<file path="src/rtl/execute_pkg.sv">
// Shared types and constants for the EX stage: funct codes, ALU controls and
// the multiply/divide FSM encodings.
package execute_pkg;

    localparam logic [5:0] FUNCT_ADD   = 6'b100000;
    localparam logic [5:0] FUNCT_SUB   = 6'b100010;
    localparam logic [5:0] FUNCT_AND   = 6'b100100;
    localparam logic [5:0] FUNCT_OR    = 6'b100101;
    localparam logic [5:0] FUNCT_XOR   = 6'b100110;
    localparam logic [5:0] FUNCT_NOR   = 6'b100111;
    localparam logic [5:0] FUNCT_SLT   = 6'b101010;
    localparam logic [5:0] FUNCT_SLTU  = 6'b101011;
    localparam logic [5:0] FUNCT_SLL   = 6'b000000;
    localparam logic [5:0] FUNCT_SRL   = 6'b000010;
    localparam logic [5:0] FUNCT_SRA   = 6'b000011;
    localparam logic [5:0] FUNCT_MFHI  = 6'b010000;
    localparam logic [5:0] FUNCT_MFLO  = 6'b010010;
    localparam logic [5:0] FUNCT_MULT  = 6'b011000;
    localparam logic [5:0] FUNCT_MULTU = 6'b011001;
    localparam logic [5:0] FUNCT_DIV   = 6'b011010;
    localparam logic [5:0] FUNCT_DIVU  = 6'b011011;

    typedef enum logic [3:0] {
        ALU_ADD, ALU_SUB, ALU_AND, ALU_OR, ALU_XOR, ALU_NOR, ALU_SLT,
        ALU_SLTU, ALU_SLL, ALU_SRL, ALU_SRA, ALU_MFHI, ALU_MFLO, ALU_MD
    } alu_ctrl_e;

    typedef enum logic [1:0] {
        MD_IDLE, MD_BUSY, MD_DONE
    } md_state_e;

    // Encoded so the low two funct bits of MULT..DIVU map straight across.
    typedef enum logic [1:0] {
        OP_MULT  = 2'b00,
        OP_MULTU = 2'b01,
        OP_DIV   = 2'b10,
        OP_DIVU  = 2'b11
    } md_op_e;

    function automatic md_op_e funct_to_md_op(input logic [5:0] funct);
        return md_op_e'(funct[1:0]);
    endfunction

endpackage

</file>
<file path="src/rtl/muldiv_unit.sv">
// Iterative multiply (radix-2 shift-add) and restoring divide on operand
// magnitudes, XLEN busy cycles per operation, owning the HI/LO registers.
module muldiv_unit
    import execute_pkg::*;
#(
    parameter int XLEN = 32
) (
    input  logic            clk,
    input  logic            reset,
    input  logic            start,
    input  logic            abort,
    input  md_op_e          op,
    input  logic [XLEN-1:0] a,
    input  logic [XLEN-1:0] b,
    output logic            busy,
    output logic            done,
    output logic [XLEN-1:0] hi,
    output logic [XLEN-1:0] lo
);

    localparam int CNT_W = $clog2(XLEN);

    md_state_e       state, state_nxt;
    logic [CNT_W-1:0] cnt;
    logic            is_mul_q;
    logic            neg_q, neg_r, div_zero;
    logic [XLEN-1:0] opb_q, acc_hi, acc_lo;

    logic            in_signed;
    logic [XLEN-1:0] mag_a, mag_b;
    logic [XLEN:0]   mul_sum, div_shift;
    logic            div_ge;
    logic [XLEN-1:0] div_sub, hi_step, lo_step;
    logic [2*XLEN-1:0] prod;
    logic [XLEN-1:0] res_hi, res_lo;

    assign busy = (state == MD_BUSY);
    assign done = (state == MD_DONE);

    assign in_signed = (op == OP_MULT) || (op == OP_DIV);
    assign mag_a     = (in_signed && a[XLEN-1]) ? -a : a;
    assign mag_b     = (in_signed && b[XLEN-1]) ? -b : b;

    always_comb begin
        state_nxt = state;
        case (state)
            MD_IDLE: if (start && !abort) state_nxt = MD_BUSY;
            MD_BUSY: begin
                if (abort)              state_nxt = MD_IDLE;
                else if (cnt == '0)     state_nxt = MD_DONE;
            end
            MD_DONE: state_nxt = MD_IDLE;
            default: state_nxt = MD_IDLE;
        endcase
    end

    // One iteration of either algorithm; the final step feeds HI/LO directly.
    always_comb begin
        mul_sum   = {1'b0, acc_hi} + (acc_lo[0] ? {1'b0, opb_q} : '0);
        div_shift = {acc_hi, acc_lo[XLEN-1]};
        div_ge    = (div_shift >= {1'b0, opb_q});
        div_sub   = div_shift[XLEN-1:0] - opb_q;
        if (is_mul_q) begin
            hi_step = mul_sum[XLEN:1];
            lo_step = {mul_sum[0], acc_lo[XLEN-1:1]};
        end else if (div_ge) begin
            hi_step = div_sub;
            lo_step = {acc_lo[XLEN-2:0], 1'b1};
        end else begin
            hi_step = div_shift[XLEN-1:0];
            lo_step = {acc_lo[XLEN-2:0], 1'b0};
        end
        prod = {hi_step, lo_step};
        if (is_mul_q) begin
            prod   = neg_q ? -prod : prod;
            res_hi = prod[2*XLEN-1:XLEN];
            res_lo = prod[XLEN-1:0];
        end else begin
            res_hi = neg_r ? -hi_step : hi_step;
            res_lo = div_zero ? '1 : (neg_q ? -lo_step : lo_step);
        end
    end

    always_ff @(posedge clk) begin
        if (reset) begin
            state    <= MD_IDLE;
            cnt      <= '0;
            is_mul_q <= 1'b0;
            neg_q    <= 1'b0;
            neg_r    <= 1'b0;
            div_zero <= 1'b0;
            opb_q    <= '0;
            acc_hi   <= '0;
            acc_lo   <= '0;
            hi       <= '0;
            lo       <= '0;
        end else begin
            state <= state_nxt;
            case (state)
                MD_IDLE: begin
                    if (start && !abort) begin
                        is_mul_q <= (op == OP_MULT) || (op == OP_MULTU);
                        neg_q    <= in_signed && (a[XLEN-1] ^ b[XLEN-1]);
                        neg_r    <= in_signed && a[XLEN-1];
                        div_zero <= (b == '0);
                        opb_q    <= mag_b;
                        acc_hi   <= '0;
                        acc_lo   <= mag_a;
                        cnt      <= CNT_W'(XLEN - 1);
                    end
                end
                MD_BUSY: begin
                    if (!abort) begin
                        acc_hi <= hi_step;
                        acc_lo <= lo_step;
                        cnt    <= cnt - 1'b1;
                        if (cnt == '0) begin
                            hi <= res_hi;
                            lo <= res_lo;
                        end
                    end
                end
                default: ;
            endcase
        end
    end

endmodule

</file>
<file path="src/rtl/execute_stage.sv">
// Pipelined MIPS EX stage: ALU with funct decode, branch resolution,
// registered EX/MEM outputs and the mul/div stall interlock.
module execute_stage
    import execute_pkg::*;
#(
    parameter int XLEN    = 32,
    parameter int RADDR_W = 5
) (
    input  logic               clk,
    input  logic               reset,
    input  logic               flush,
    input  logic               in_valid,
    input  logic [1:0]         ctrl_aluOp,
    input  logic               ctrl_aluSrc,
    input  logic               ctrl_regDest,
    input  logic               ctrl_regWrite,
    input  logic               ctrl_branch,
    input  logic               ctrl_branchNe,
    input  logic [XLEN-1:0]    read_data_1,
    input  logic [XLEN-1:0]    read_data_2,
    input  logic [XLEN-1:0]    ext_imm,
    input  logic [XLEN-1:0]    next_pc,
    input  logic [RADDR_W-1:0] instr_20_16,
    input  logic [RADDR_W-1:0] instr_15_11,
    output logic               stall,
    output logic               ex_valid,
    output logic [XLEN-1:0]    alu_result,
    output logic [RADDR_W-1:0] write_register,
    output logic               reg_write,
    output logic [XLEN-1:0]    branch_target,
    output logic               branch_taken,
    output logic [XLEN-1:0]    hi,
    output logic [XLEN-1:0]    lo
);

    logic [5:0]      funct;
    logic [4:0]      shamt;
    logic [XLEN-1:0] op_a, op_b, result;
    alu_ctrl_e       alu_ctrl;
    logic            funct_ok, is_md, is_mf, md_start, md_busy, md_done;
    logic            wr_en, taken;
    logic [XLEN-1:0] target;

    assign funct = ext_imm[5:0];
    assign shamt = ext_imm[10:6];
    assign op_a  = read_data_1;
    assign op_b  = ctrl_aluSrc ? ext_imm : read_data_2;

    always_comb begin
        alu_ctrl = ALU_ADD;
        funct_ok = 1'b1;
        case (ctrl_aluOp)
            2'b00: alu_ctrl = ALU_ADD;
            2'b01: alu_ctrl = ALU_SUB;
            2'b11: alu_ctrl = ALU_OR;
            default: begin
                case (funct)
                    FUNCT_ADD:   alu_ctrl = ALU_ADD;
                    FUNCT_SUB:   alu_ctrl = ALU_SUB;
                    FUNCT_AND:   alu_ctrl = ALU_AND;
                    FUNCT_OR:    alu_ctrl = ALU_OR;
                    FUNCT_XOR:   alu_ctrl = ALU_XOR;
                    FUNCT_NOR:   alu_ctrl = ALU_NOR;
                    FUNCT_SLT:   alu_ctrl = ALU_SLT;
                    FUNCT_SLTU:  alu_ctrl = ALU_SLTU;
                    FUNCT_SLL:   alu_ctrl = ALU_SLL;
                    FUNCT_SRL:   alu_ctrl = ALU_SRL;
                    FUNCT_SRA:   alu_ctrl = ALU_SRA;
                    FUNCT_MFHI:  alu_ctrl = ALU_MFHI;
                    FUNCT_MFLO:  alu_ctrl = ALU_MFLO;
                    FUNCT_MULT, FUNCT_MULTU,
                    FUNCT_DIV, FUNCT_DIVU: alu_ctrl = ALU_MD;
                    default:     funct_ok = 1'b0;
                endcase
            end
        endcase
    end

    assign is_md = (ctrl_aluOp == 2'b10) && funct_ok && (alu_ctrl == ALU_MD);
    assign is_mf = (ctrl_aluOp == 2'b10) && funct_ok &&
                   ((alu_ctrl == ALU_MFHI) || (alu_ctrl == ALU_MFLO));

    // A mul/div holds until its DONE cycle; HI/LO readers wait for IDLE.
    assign stall    = !reset && in_valid &&
                      ((is_md && !md_done) || (is_mf && (md_busy || md_done)));
    assign md_start = in_valid && is_md && !flush && !md_busy && !md_done;

    always_comb begin
        result = '0;
        if (funct_ok) begin
            case (alu_ctrl)
                ALU_ADD:  result = op_a + op_b;
                ALU_SUB:  result = op_a - op_b;
                ALU_AND:  result = op_a & op_b;
                ALU_OR:   result = op_a | op_b;
                ALU_XOR:  result = op_a ^ op_b;
                ALU_NOR:  result = ~(op_a | op_b);
                ALU_SLT:  result = {{(XLEN-1){1'b0}}, $signed(op_a) < $signed(op_b)};
                ALU_SLTU: result = {{(XLEN-1){1'b0}}, op_a < op_b};
                ALU_SLL:  result = op_b << shamt;
                ALU_SRL:  result = op_b >> shamt;
                ALU_SRA:  result = $signed(op_b) >>> shamt;
                ALU_MFHI: result = hi;
                ALU_MFLO: result = lo;
                default:  result = '0;
            endcase
        end
    end

    assign wr_en  = ctrl_regWrite && !((ctrl_aluOp == 2'b10) && (!funct_ok || is_md));
    assign taken  = ctrl_branch && ((op_a == op_b) ^ ctrl_branchNe);
    assign target = next_pc + (ext_imm << 2);

    muldiv_unit #(.XLEN(XLEN)) u_muldiv (
        .clk   (clk),
        .reset (reset),
        .start (md_start),
        .abort (flush),
        .op    (funct_to_md_op(funct)),
        .a     (op_a),
        .b     (op_b),
        .busy  (md_busy),
        .done  (md_done),
        .hi    (hi),
        .lo    (lo)
    );

    always_ff @(posedge clk) begin
        if (reset) begin
            ex_valid       <= 1'b0;
            alu_result     <= '0;
            write_register <= '0;
            reg_write      <= 1'b0;
            branch_target  <= '0;
            branch_taken   <= 1'b0;
        end else if (flush || !in_valid || stall) begin
            ex_valid <= 1'b0;
        end else begin
            ex_valid       <= 1'b1;
            alu_result     <= result;
            write_register <= ctrl_regDest ? instr_15_11 : instr_20_16;
            reg_write      <= wr_en;
            branch_target  <= target;
            branch_taken   <= taken;
        end
    end

endmodule
</file>
<file path="config.mk">
export PLATFORM = sky130hd
export DESIGN_NAME = execute_stage
export DESIGN_NICKNAME = d
export VERILOG_FILES = /design/src/rtl/execute_pkg.sv /design/src/rtl/muldiv_unit.sv /design/src/rtl/execute_stage.sv
export SDC_FILE = /design/constraint.sdc
export NUM_CORES = 2
export LEC_CHECK = 0
export CAP_MARGIN = 20
export CORE_ASPECT_RATIO = 0.5
export CORE_UTILIZATION = 36
export CTS_BUF_LIST = sky130_fd_sc_hd__clkbuf_4
export CTS_CLUSTER_SIZE = 16
export DETAILED_ROUTE_END_ITERATION = 12
export GPL_TIMING_DRIVEN = 0
export PLACE_DENSITY = 0.52
export SETUP_SLACK_MARGIN = 0.02
export SLEW_MARGIN = 20
export SYNTH_ARGS = -nofsm -noshare
export SYNTH_HDL_FRONTEND = slang
export SYNTH_HIERARCHICAL = 1
export SYNTH_SLANG_ARGS = --single-unit
export TNS_END_PERCENT = 5
</file>
<file path="constraint.sdc">
create_clock -name clk -period 7.6 [get_ports clk]
set_clock_uncertainty 0.05 [all_clocks]
set_input_delay 1.14 -clock clk [delete_from_list [all_inputs] [get_ports clk]]
set_output_delay 1.14 -clock clk [all_outputs]
set_load 0.05 [all_outputs]
</file>
==> results.md <==
- Critical path peak fanout: 10
- Class of the worst hold path: flip-flop to flip-flop
- Antenna violations before repair: 9
- Layout overhead on the synthesized area: 17.2%
- HPWL Detailed: roughly 140000 um
- Critical path capture point type: flip-flop
- Mean cell area of the mapped netlist: 7.31 um^2
- Unique masters post-synth: about 120
- Min-Delay Path Depth: 2
- Number of hold-slack violations in the final timing report: 0
- Syn. warnings: 6
- Most common flop cell mapped by yosys: sky130_fd_sc_hd__dfxtp_1
- Share of flip-flops with an asynchronous set or reset after synthesis: 0%
- Overall power: 0.00438 W
- Count of pins on the block boundary: 286
- Violated checks: negative setup slack
- Synthesized flop and latch total: approximately 240
- Starting Density: between 30% and 40%
- Share of layout cells above drive strength 1: under 10%
- Final setup fails: 1
- Number of sinks handled by clock tree synthesis: 243
- Maximum level of the CTS H-tree: 3
- Width of the die: 408 um
- Run status: finished with violations
- Dominant combinational cell family by area after synthesis: compound AO/OA/AOI/OAI gates
- Post-Synth Simple-Gate Area: 21.6%
- Num rows: 73
- Synthesized area: approximately 0.030 mm^2
- Power density cells: 126 mW/mm^2
- Critical Path AT: roughly 8500 ps
- Count of hold buffers inserted by post-cts repair: 0
- Worst Max-Slew Pin Slew: between 1000 and 1500 ps
- Via count of the first global-routing pass: between 30000 and 40000
- Leading post-synthesis cells by instance count: sky130_fd_sc_hd__nor2_1, sky130_fd_sc_hd__nand2_1, sky130_fd_sc_hd__a21oi_1
- DR WL/cell: 31.0 um
- Data required time of the critical path: about 8400 ps
- Clock transition at the registers of the reported paths: around 60 ps
- Number of fill cells: approximately 8400
- Worst-case clock buffer depth: 3
- Post-placement setup slack: -787 ps
- Unrepaired setup endpoints after global routing: yes
- Number of synthesized flops with an enable pin: 0
- Worst supply voltage drop on vdd: around 120 uV
- Period Utilization, post-route: 101%
- Placer Congestion: around 1.0
- Utilization after layout: 43.2%
- Slew Limit Headroom: around a fifth
- Number of input and output port buffers inserted: between 200 and 300
- Total via count in the routed design: 35300
- TritonCTS clock tree: yes
- Post-synthesis share of cell area spent on xor and xnor gates: about 5.8%
- Max-slew violation count: 0
- Maximum number of pins on one net before global-route repair: 20
- Post-route antenna net violation count: 0
- CTS Root Buffer Type: sky130_fd_sc_hd__clkbuf_4
- Post-route worst hold slack: a little under 400 ps
- Depth of the worst register-to-register path: 17
- Floorplan Core Area: 0.0805 mm^2
- Mux contribution to synthesized area: under 10%
- First-pass GRT wire length: ~240000 um
- Compound-cell area share of the yosys netlist: 30.4%
- Worst skew pair latency: about 1100 ps
- Cells taking the most area after synthesis: sky130_fd_sc_hd__dfxtp_1, sky130_fd_sc_hd__ha_1, sky130_fd_sc_hd__a21oi_1
- Synth area leader: sky130_fd_sc_hd__dfxtp_1
- Number of iterations in the first detailed-routing pass: 6
- Cells after synthesis: 4058
- Overall overflow remaining after global route: 0
- LEAKAGE: between 10 and 15 nW
- Smallest setup slack after layout: -97.0 ps
- Count of unresolved DRC violations after routing: 0
- Max cap viols: 0
- Global routing usage summed across all routing layers: about two fifths
- Tmin final: just under 8000 ps
- Share of the yosys chip area belonging to registers: 16.4%
- Top-count cell post-synth: sky130_fd_sc_hd__nor2_1
- Floorplan die area: 0.0836 mm^2
- Synthesized net count: ~4400
- Highest clock frequency the design can meet: approximately 130 MHz
- Post-DR vias/cell: between 6 and 7
- Postcts setup bufs: 0
- Detailed-route wire length: roughly 170000 um
- Cell count after placement: between 5000 and 6000
- Die height: around 200 um
- Critical path class: input port to flip-flop
- Number of standard cells in the final layout excluding fillers: roughly 5600
- Area share of the largest cell type after synthesis: between 10% and 20%
- Total Nets Final: roughly 4800
- Crit path launch type: input port
- Share of synthesized cell area in full adder, half adder and majority cells: roughly a tenth
- Initial drt markers: 3950
- Number of buffers created by CTS: ~70
==> routing by layer <==
metal,vias up,GRT usage (%),routed length (um)
met1,17100,51.1,71800
li1,15800,-,-
met2,1954,62.6,74600
met4,6,20.7,9510
met3,452,9.67,16400
met5,-,0,40
==> cell usage in the layout (no fill, tap or decap), types with 19 or more instances in the layout <==
master	count
sky130_fd_sc_hd__nor3_1	88
sky130_fd_sc_hd__nor2b_1	34
sky130_fd_sc_hd__nand4_1	49
sky130_fd_sc_hd__ha_1	219
sky130_fd_sc_hd__a21oi_1	332
sky130_fd_sc_hd__nand2b_1	41
sky130_fd_sc_hd__buf_2	69
sky130_fd_sc_hd__o21bai_1	20
sky130_fd_sc_hd__o21ai_0	229
sky130_fd_sc_hd__or3_1	30
sky130_fd_sc_hd__or2_2	19
sky130_fd_sc_hd__a211oi_1	137
sky130_fd_sc_hd__xor2_1	78
sky130_fd_sc_hd__clkbuf_4	95
sky130_fd_sc_hd__buf_1	20
sky130_fd_sc_hd__mux4_2	41
sky130_fd_sc_hd__nand3b_1	20
sky130_fd_sc_hd__nand2_1	414
sky130_fd_sc_hd__clkbuf_1	179
sky130_fd_sc_hd__nor2_1	422
sky130_fd_sc_hd__o221ai_1	25
sky130_fd_sc_hd__dfxtp_1	243
sky130_fd_sc_hd__o31ai_1	35
sky130_fd_sc_hd__a21o_1	61
sky130_fd_sc_hd__a221oi_1	51
sky130_fd_sc_hd__inv_1	191
sky130_fd_sc_hd__xnor2_1	117
sky130_fd_sc_hd__a22oi_1	51
sky130_fd_sc_hd__and3_1	24
sky130_fd_sc_hd__and2_1	52
sky130_fd_sc_hd__o21ai_1	33
sky130_fd_sc_hd__o211ai_1	59
sky130_fd_sc_hd__a31oi_1	40
sky130_fd_sc_hd__nand3_1	63
sky130_fd_sc_hd__o21a_1	27
sky130_fd_sc_hd__mux2i_1	139
sky130_fd_sc_hd__o22ai_1	25
sky130_fd_sc_hd__clkdlybuf4s50_1	281
sky130_fd_sc_hd__nor4_1	34
sky130_fd_sc_hd__mux2_2	53
==> layout make-up <==
class	count	area, um^2	area share, %
inverter	195	732	2.10
buffer	275	1150	3.30
tap	1087	1360	3.91
sequential	243	4860	14.0
clock inverter	22	143	0.410
antenna	10	25.0	0.0720
clock buffer	95	713	2.05
timing repair buffer	286	2850	8.18
multi-input combinational	3343	22900	66.0
==> worst paths after layout <==
kind	startpoint	to	slack (ps)
hold reg to reg	alu_result[30]$_SDFFE_PP0N_	alu_result[30]$_SDFFE_PP0N_	390
hold / removal	alu_result[30]$_SDFFE_PP0N_	alu_result[30]$_SDFFE_PP0N_	390
setup / recovery	ext_imm[10]	alu_result[28]$_SDFFE_PP0N_	-100
setup reg to reg	u_muldiv/is_mul_q$_SDFFE_PP0P_	u_muldiv/hi[30]$_SDFFE_PP0P_	530
==> cells by family (layout without fill, tap and decap cells) <==
logic type      Yosys count  count (layout)
buf+inv                 472             873
mux                     236             236
simple gates           1353            1353
other cells               0              10
xor+xnor                195             195
flops                   243             243
fa+ha+maj               224             224
compound gates         1335            1335
==> repair_timing <==
item,CTS,global route
gates resized for setup,0,4
hold endpoints to repair,0,0
endpoints found under the setup margin,10,11
==> sequential cells by signal, summed over array words and instances, names as in the netlist <==
| name | flops |
|---|---|
| branch_target | 32 |
| u_muldiv/div_zero | 1 |
| ex_valid | 1 |
| reg_write | 1 |
| u_muldiv/neg_q | 1 |
| u_muldiv/lo | 32 |
| u_muldiv/state | 2 |
| u_muldiv/opb_q | 32 |
| write_register | 5 |
| branch_taken | 1 |
| u_muldiv/acc_hi | 32 |
| u_muldiv/is_mul_q | 1 |
| u_muldiv/acc_lo | 32 |
| u_muldiv/hi | 32 |
| u_muldiv/cnt | 5 |
| u_muldiv/neg_r | 1 |
| alu_result | 32 |
==> power breakdown <==
group	leakage [nW]	switching [W]	internal [W]	total (W)
Clock	0.507	0.000717	0.000619	0.00134
Combinational	10.9	0.00116	0.000565	0.00173
Sequential	1.97	0.0000146	0.00130	0.00132
Total	13.4	0.00190	0.00249	0.00438
==> stage by stage <==
step / instance area (um^2) / TNS [ps]
after floorplan: 29700 / 0
after global placement: 33900 / -8200
after detailed placement: 33900 / -7740
after CTS: 34700 / 0
after global routing: 34800 / -69.9
final: 34800 / -97.0
==> critical path: stages <==
cell and delay (ps):
sky130_fd_sc_hd__clkdlybuf4s50_1 770, sky130_fd_sc_hd__clkbuf_1 640, sky130_fd_sc_hd__clkbuf_1 620, sky130_fd_sc_hd__clkbuf_1 640
sky130_fd_sc_hd__mux2_2 550, sky130_fd_sc_hd__inv_1 150, sky130_fd_sc_hd__ha_1 330, sky130_fd_sc_hd__clkbuf_1 330
sky130_fd_sc_hd__nor3b_1 320, sky130_fd_sc_hd__nand4_1 170, sky130_fd_sc_hd__nor3_1 340, sky130_fd_sc_hd__o31ai_1 180
sky130_fd_sc_hd__a2111oi_0 890, sky130_fd_sc_hd__o21ai_0 460, sky130_fd_sc_hd__a32oi_1 370, sky130_fd_sc_hd__xor2_1 100
sky130_fd_sc_hd__a221oi_1 410, sky130_fd_sc_hd__o21ai_1 100
(Power assumes the default switching activity.)
